===== src/rtl/uart_dbg_pkg.sv =====
// Shared definitions for the UART debug command sequencer.
// Holds the opcode and response encodings and the sequencer state type.
// Contains no logic of its own.
package uart_dbg_pkg;

  // Command opcodes; the whole 32-bit word is compared.
  localparam logic [31:0] OP_PING   = 32'h0000_0001;
  localparam logic [31:0] OP_PAUSE  = 32'h0000_0002;
  localparam logic [31:0] OP_RESUME = 32'h0000_0003;
  localparam logic [31:0] OP_READ   = 32'h0000_0004;
  localparam logic [31:0] OP_WRITE  = 32'h0000_0005;
  localparam logic [31:0] OP_STATUS = 32'h0000_0006;

  // Response words.
  localparam logic [31:0] RESP_ACK   = 32'h0000_0000;
  localparam logic [31:0] RESP_ERR   = 32'hFFFF_FFFF;
  localparam logic [31:0] PING_MAGIC = 32'h5AFE_0001;

  typedef enum logic [2:0] {
    ST_IDLE     = 3'd0,
    ST_GET_ADDR = 3'd1,
    ST_GET_DATA = 3'd2,
    ST_MEM      = 3'd3,
    ST_SEND     = 3'd4
  } state_t;

endpackage


===== src/rtl/uart_dbg_ctrl.sv =====
// Decodes debug command frames from the UART word stream, runs bus accesses and returns one response word per command.
// Latency: the final rx_ready strobe is followed by tx_valid 2 cycles later for non-memory commands; memory commands add the bus access time.
// Backpressure: the response is held until tx_ready is asserted; rx_ready strobes arriving in MEM or SEND are dropped.
module uart_dbg_ctrl
  import uart_dbg_pkg::*;
#(
  parameter int ARG_TIMEOUT = 100_000_000,
  parameter int MEM_TIMEOUT = 1024
) (
  input  logic        clk,
  input  logic        rst,
  input  logic        rx_ready,
  input  logic [31:0] rx_word,
  output logic        tx_valid,
  input  logic        tx_ready,
  output logic [31:0] tx_word,
  output logic        mem_req,
  output logic        mem_we,
  output logic [31:0] mem_addr,
  output logic [31:0] mem_wdata,
  input  logic [31:0] mem_rdata,
  input  logic        mem_ack,
  output logic        cpu_pause,
  output logic        busy
);

  // One counter serves both timeouts, so it is sized for the larger limit.
  localparam int CNT_MAX = (ARG_TIMEOUT > MEM_TIMEOUT) ? ARG_TIMEOUT : MEM_TIMEOUT;
  localparam int CNT_W   = $clog2(CNT_MAX + 1);
  localparam logic [CNT_W-1:0] CNT_SAT = CNT_W'(CNT_MAX);
  localparam logic [CNT_W-1:0] ARG_LIM = CNT_W'(ARG_TIMEOUT);
  localparam logic [CNT_W-1:0] MEM_LIM = CNT_W'(MEM_TIMEOUT);

  state_t           state, state_nxt;
  logic [CNT_W-1:0] cnt;
  logic [31:0]      resp, resp_nxt;
  logic [31:0]      addr_nxt, wdata_nxt;
  logic             we_nxt, pause_nxt, tx_valid_nxt;
  logic             arg_to, mem_to;

  assign arg_to    = (cnt >= ARG_LIM);
  assign mem_to    = (cnt >= MEM_LIM);
  assign mem_req   = (state == ST_MEM);
  assign busy      = (state != ST_IDLE);
  assign tx_word   = resp;

  // State and datapath registers; reset abandons any frame or access in flight.
  always_ff @(posedge clk) begin
    if (rst) begin
      state     <= ST_IDLE;
      resp      <= '0;
      mem_we    <= 1'b0;
      mem_addr  <= '0;
      mem_wdata <= '0;
      cpu_pause <= 1'b0;
      tx_valid  <= 1'b0;
    end else begin
      state     <= state_nxt;
      resp      <= resp_nxt;
      mem_we    <= we_nxt;
      mem_addr  <= addr_nxt;
      mem_wdata <= wdata_nxt;
      cpu_pause <= pause_nxt;
      tx_valid  <= tx_valid_nxt;
    end
  end

  // Shared timeout counter: cleared on any state change and on each argument word, saturates at the larger limit.
  always_ff @(posedge clk) begin
    if (rst) begin
      cnt <= '0;
    end else if ((state_nxt != state) ||
                 (rx_ready && ((state == ST_GET_ADDR) || (state == ST_GET_DATA)))) begin
      cnt <= '0;
    end else if (cnt != CNT_SAT) begin
      cnt <= cnt + 1'b1;
    end
  end

  // Next-state and next-value decode for the command sequencer.
  always_comb begin
    state_nxt    = state;
    resp_nxt     = resp;
    we_nxt       = mem_we;
    addr_nxt     = mem_addr;
    wdata_nxt    = mem_wdata;
    pause_nxt    = cpu_pause;
    tx_valid_nxt = tx_valid;
    case (state)
      ST_IDLE: begin
        if (rx_ready) begin
          state_nxt = ST_SEND;
          case (rx_word)
            OP_READ, OP_WRITE: begin
              we_nxt    = (rx_word == OP_WRITE);
              state_nxt = ST_GET_ADDR;
            end
            OP_PAUSE: begin
              pause_nxt = 1'b1;
              resp_nxt  = RESP_ACK;
            end
            OP_RESUME: begin
              pause_nxt = 1'b0;
              resp_nxt  = RESP_ACK;
            end
            OP_PING:   resp_nxt = PING_MAGIC;
            OP_STATUS: resp_nxt = {31'b0, cpu_pause};
            default:   resp_nxt = RESP_ERR;
          endcase
        end
      end
      ST_GET_ADDR: begin
        // An argument arriving in the timeout cycle still completes the frame.
        if (rx_ready) begin
          addr_nxt  = rx_word;
          state_nxt = mem_we ? ST_GET_DATA : ST_MEM;
        end else if (arg_to) begin
          state_nxt = ST_IDLE;
        end
      end
      ST_GET_DATA: begin
        if (rx_ready) begin
          wdata_nxt = rx_word;
          state_nxt = ST_MEM;
        end else if (arg_to) begin
          state_nxt = ST_IDLE;
        end
      end
      ST_MEM: begin
        // A late ack in the timeout cycle is still treated as success.
        if (mem_ack) begin
          resp_nxt  = mem_we ? RESP_ACK : mem_rdata;
          state_nxt = ST_SEND;
        end else if (mem_to) begin
          resp_nxt  = RESP_ERR;
          state_nxt = ST_SEND;
        end
      end
      ST_SEND: begin
        // tx_valid rises one cycle after entering SEND and falls on handshake.
        if (!tx_valid) begin
          tx_valid_nxt = 1'b1;
        end else if (tx_ready) begin
          tx_valid_nxt = 1'b0;
          state_nxt    = ST_IDLE;
        end
      end
      default: state_nxt = ST_IDLE;
    endcase
  end

endmodule


===== config.mk =====
export PLATFORM = sky130hd
export DESIGN_NAME = uart_dbg_ctrl
export DESIGN_NICKNAME = d
export VERILOG_FILES = /design/src/rtl/uart_dbg_pkg.sv /design/src/rtl/uart_dbg_ctrl.sv
export SDC_FILE = /design/constraint.sdc
export NUM_CORES = 1
export LEC_CHECK = 0
export ABC_AREA = 1
export CAP_MARGIN = 10
export CORE_MARGIN = 4
export CORE_UTILIZATION = 48
export CTS_CLUSTER_DIAMETER = 60
export DETAILED_ROUTE_END_ITERATION = 6
export PLACE_DENSITY = 0.83
export SYNTH_ARGS = -nofsm -noshare
export SYNTH_HDL_FRONTEND = slang
export SYNTH_SLANG_ARGS = --single-unit

===== constraint.sdc =====
create_clock -name clk -period 2.49 [get_ports clk]
set_clock_uncertainty 0.2 [all_clocks]
set_input_delay 0.498 -clock clk [delete_from_list [all_inputs] [get_ports clk]]
set_output_delay 0.498 -clock clk [all_outputs]
set_load 0.005 [all_outputs]

==> summary.md <==
| Metric | Value |
|---|---|
| I/O pin total | between 150 and 200 |
| Cts-stage hold buffer count | 0 |
| Row Count | 41 |
| Pin count of the biggest net entering global routing | 64 |
| Number of enable-type register cells in the synthesized netlist | 0 |
| TritonCTS clock tree | done |
| Total iterations of the first detailed-routing run | 5 |
| Via count of the first global-routing pass | roughly 6,000 |
| Filler Cells Inserted | about 950 |
| Synthesis Warnings | 0 |
| Global-route met2 utilization | approximately two fifths |
| H-tree levels | 4 |
| Post-synthesis cell type with the largest combined area | dfxtp_1 |
| Worst path arrival time | ~1700 ps |
| Kind of start point of the critical path | flop |
| Pins Over Slew Limit | 0 |
| Starting DRC count in detailed routing | approximately 390 |
| Actual transition at the worst max-transition pin | approximately 650 ps |
| Share of the cycle needed by the critical path after routing | a little over nine tenths |
| Post-synthesis instance area | 6140 um^2 |
| Antenna violations before repair | 0 |
| Synth Register Bits | approximately 130 |
| Most common cell in the synthesized netlist | nand2_1 |
| Busiest layer in global routing | met2 |
| Type of the worst min-delay path | flop to flop |
| Share of layout cells above drive strength 1 | between 10% and 20% |
| Number of port buffers | around 170 |
| Post-CTS setup buffers | 0 |
| Number of design rule violations left after detail routing | 0 |
| Proportion of netlist area held by the largest area contributor | approximately 42% |
| Setup repair after global routing missed its margin | no |
| Diode insertion count for antenna repair | 0 |
| Result of the run | completed |
| Area of the die | about 15,000 um^2 |
| Area occupied by multi-input gates | around 3000 um^2 |
| Commonest cells post-synth | 211 x nand2_1, 129 x dfxtp_1, 96 x a21oi_1, 96 x inv_1, 65 x nor2_1 |
| Remaining Overflow, GRT | 0 |
| Post-route minimum period | 2380 ps |
| Leakage power summed over all cells | 3.50 nW |
| Sequential standard cell area | between 2000 and 3000 um^2 |
| Routing usage on met1 | between 20% and 30% |
| Die width | around 120 um |
| Synthesized netlist net count | approximately 940 |
| Worst Setup End Kind | output port |
| Combinational Power Share | 10.3% |
| Overall power after layout | 0.00538 W |
| Proportion of register bits with asynchronous set or reset after synthesis | 0% |
| Number of standard cells after synthesis | 868 |
| Detail-routed via count per cell | roughly 5.0 |
| Worst setup slack after placement | -201 ps |
| Top cells by area, synth | dfxtp_1 42%, nand2_1 13%, a21oi_1 7.8% |
| Starting density of the core | between 40% and 50% |
| Global-route wire length before repair | 28,200 um |
| Syn-to-layout area delta | 47.0% |
| Overall via count from detail_route | ~6,300 |
| Final net count | between 1,000 and 1,500 |
| Residual antenna-violating net count after detailed routing | 0 |
| Final TNS setup | 0 ps |
| Final worst slack | approximately 110 ps |
| Fraction of power consumed by the clock network | ~50% |
| Average instance area after synthesis | between 7 and 8 um^2 |
| Slew headroom | between 50% and 60% |
| Net switching fraction of the power | a little over a fifth |
| Placer Congestion | 0.846 |
| Upper clock frequency limit | approximately 420 MHz |
| # Max-Cap Violations | 0 |
| CTS clock-pin slew for the worst setup and hold paths | ~50 ps |
| Core ar. | around 13,000 um^2 |
| Per-cell routed wire length | 13.8 um |
| Overall die height | about 120 um |
| Yosys cell types | 34 |
| Final count of hold timing violations | 0 |
| Maximum fanout along the worst path | 6 |
| Number of failing setup endpoints in the final timing report | 0 |
| TritonCTS sink count | 129 |
| Critical path class | flop to output port |
| Total Routed Length | between 15,000 and 20,000 um |
| Required time of the worst setup path | 1790 ps |
| Top_reg_cell synth | dfxtp_1 |
| Share of total power in sequential cells | 40.0% |
| Reported net switching power | roughly 0.0012 W |
| Power density normalized to cell area | 596 nW/um^2 |
| Worst IR Drop VDD | 0.486 mV |
| Combined global-route utilization of all metal layers | between 20% and 30% |
| Longest Clk Path Bufs | 2 |
| Met3 track utilization from global routing | around a tenth |
| Clock tree root driver cell | clkbuf_16 |
| Number of clock buffers inserted by TritonCTS | 17 |
| Clk Latency, worst-skew pair | ~420 ps |
| HPWL Detailed | around 12,000 um |
| Portion of the post-synthesis area used by sequential elements | 42.1% |
| P_int | roughly 0.0042 W |
stage by stage:
step | hold slack (ps) | util [%] | std cells | area [um^2]
CTS | 263 | 71.8 | 1255 | 9020
global route | 283 | 71.8 | 1255 | 9020
floorplan | 261 | - | 868 | 6140
detailed placement | 255 | 66.7 | 1224 | 8380
finish | 264 | 71.8 | 1255 | 9020
global placement | 250 | 66.7 | 1224 | 8380
worst max-delay path: stages (launching register included):
cell             delay (ps)
dfxtp_1                 510
nor2_2                  100
nand2_1                 140
clkdlybuf4s50_1         520
path summary, 6_finish.rpt:
| check | startpoint | endpoint | slack, ps | cells past startpoint |
|---|---|---|---|---|
| hold reg to reg | mem_wdata[10] | mem_wdata[10] | 260 | 2 |
| setup / recovery | state[2] | busy | 110 | 3 |
| setup reg to reg | cnt[0] | cnt[26] | 250 | 12 |
| hold / removal | mem_wdata[10] | mem_wdata[10] | 260 | 2 |
cell usage in the layout (no fill, tap or decap), types with 4 or more instances in the layout:
cell and count:
o21ai_0 52, dfxtp_1 128, inv_2 5, inv_1 96, xnor2_1 7, clkbuf_8 4
bufinv_16 4, clkbuf_16 17, nor3_1 6, clkdlybuf4s50_1 168, xor2_1 18, nand4_1 9
buf_4 51, a21oi_1 96, nor2_1 64, nand2_1 211, nor2_4 25, nor2_2 5
nand3_1 60, or2_2 21, buf_12 7
metal layers:
metal / vias up / wire [um]
met4: 0 / 324
met5: - / 0
met3: 29 / 1670
met1: 2881 / 7010
met2: 201 / 8270
li1: 3144 / -
logic make-up (layout without fill, tap and decap cells):
kind of cell	after synthesis	in the layout	synth area share (%)
XOR/XNOR	25	25	3.57
AND/OR/NAND/NOR	412	412	31.8
buffers and inverters	147	362	9.35
flip-flops	129	129	42.1
AO/OA/AOI/OAI	153	153	12.8
adder cells (fa/ha/maj)	2	2	0.408
power groups by stage:
stage	clock network (W)	registers (W)	logic, W
4_1_cts	0.00270	0.00215	0.000557
6_report	0.00267	0.00215	0.000554
3_3_place_gp	0	0.00219	0.000541
3_5_place_dp	0	0.00219	0.000553
2_1_floorplan	0	0.00219	0.000218
5_1_grt	0.00280	0.00216	0.000603
registers in the layout (all words and copies together), names as in the netlist:
| name | flops |
|---|---|
| mem_wdata | 32 |
| mem_addr | 32 |
| tx_valid | 1 |
| cpu_pause | 1 |
| mem_we | 1 |
| tx_word | 32 |
| cnt | 27 |
| state | 3 |
cell type report:
type                       count  area share [%]
multi-input combinational    592            33.1
sequential                   129            28.6
timing repair buffer         227            24.5
clock buffer                  22            5.37
inverter                     104            4.34
tap                          172            2.38
clock inverter                 9            1.71
repair_timing:
item	4_1_cts	5_1_grt
pin swaps	0	0
gates resized for setup	1	1
cloned	0	0
setup endpoints to repair	1	1
endpoints found under the hold margin	0	0
Note: power is estimated with default switching activity, not from simulation.
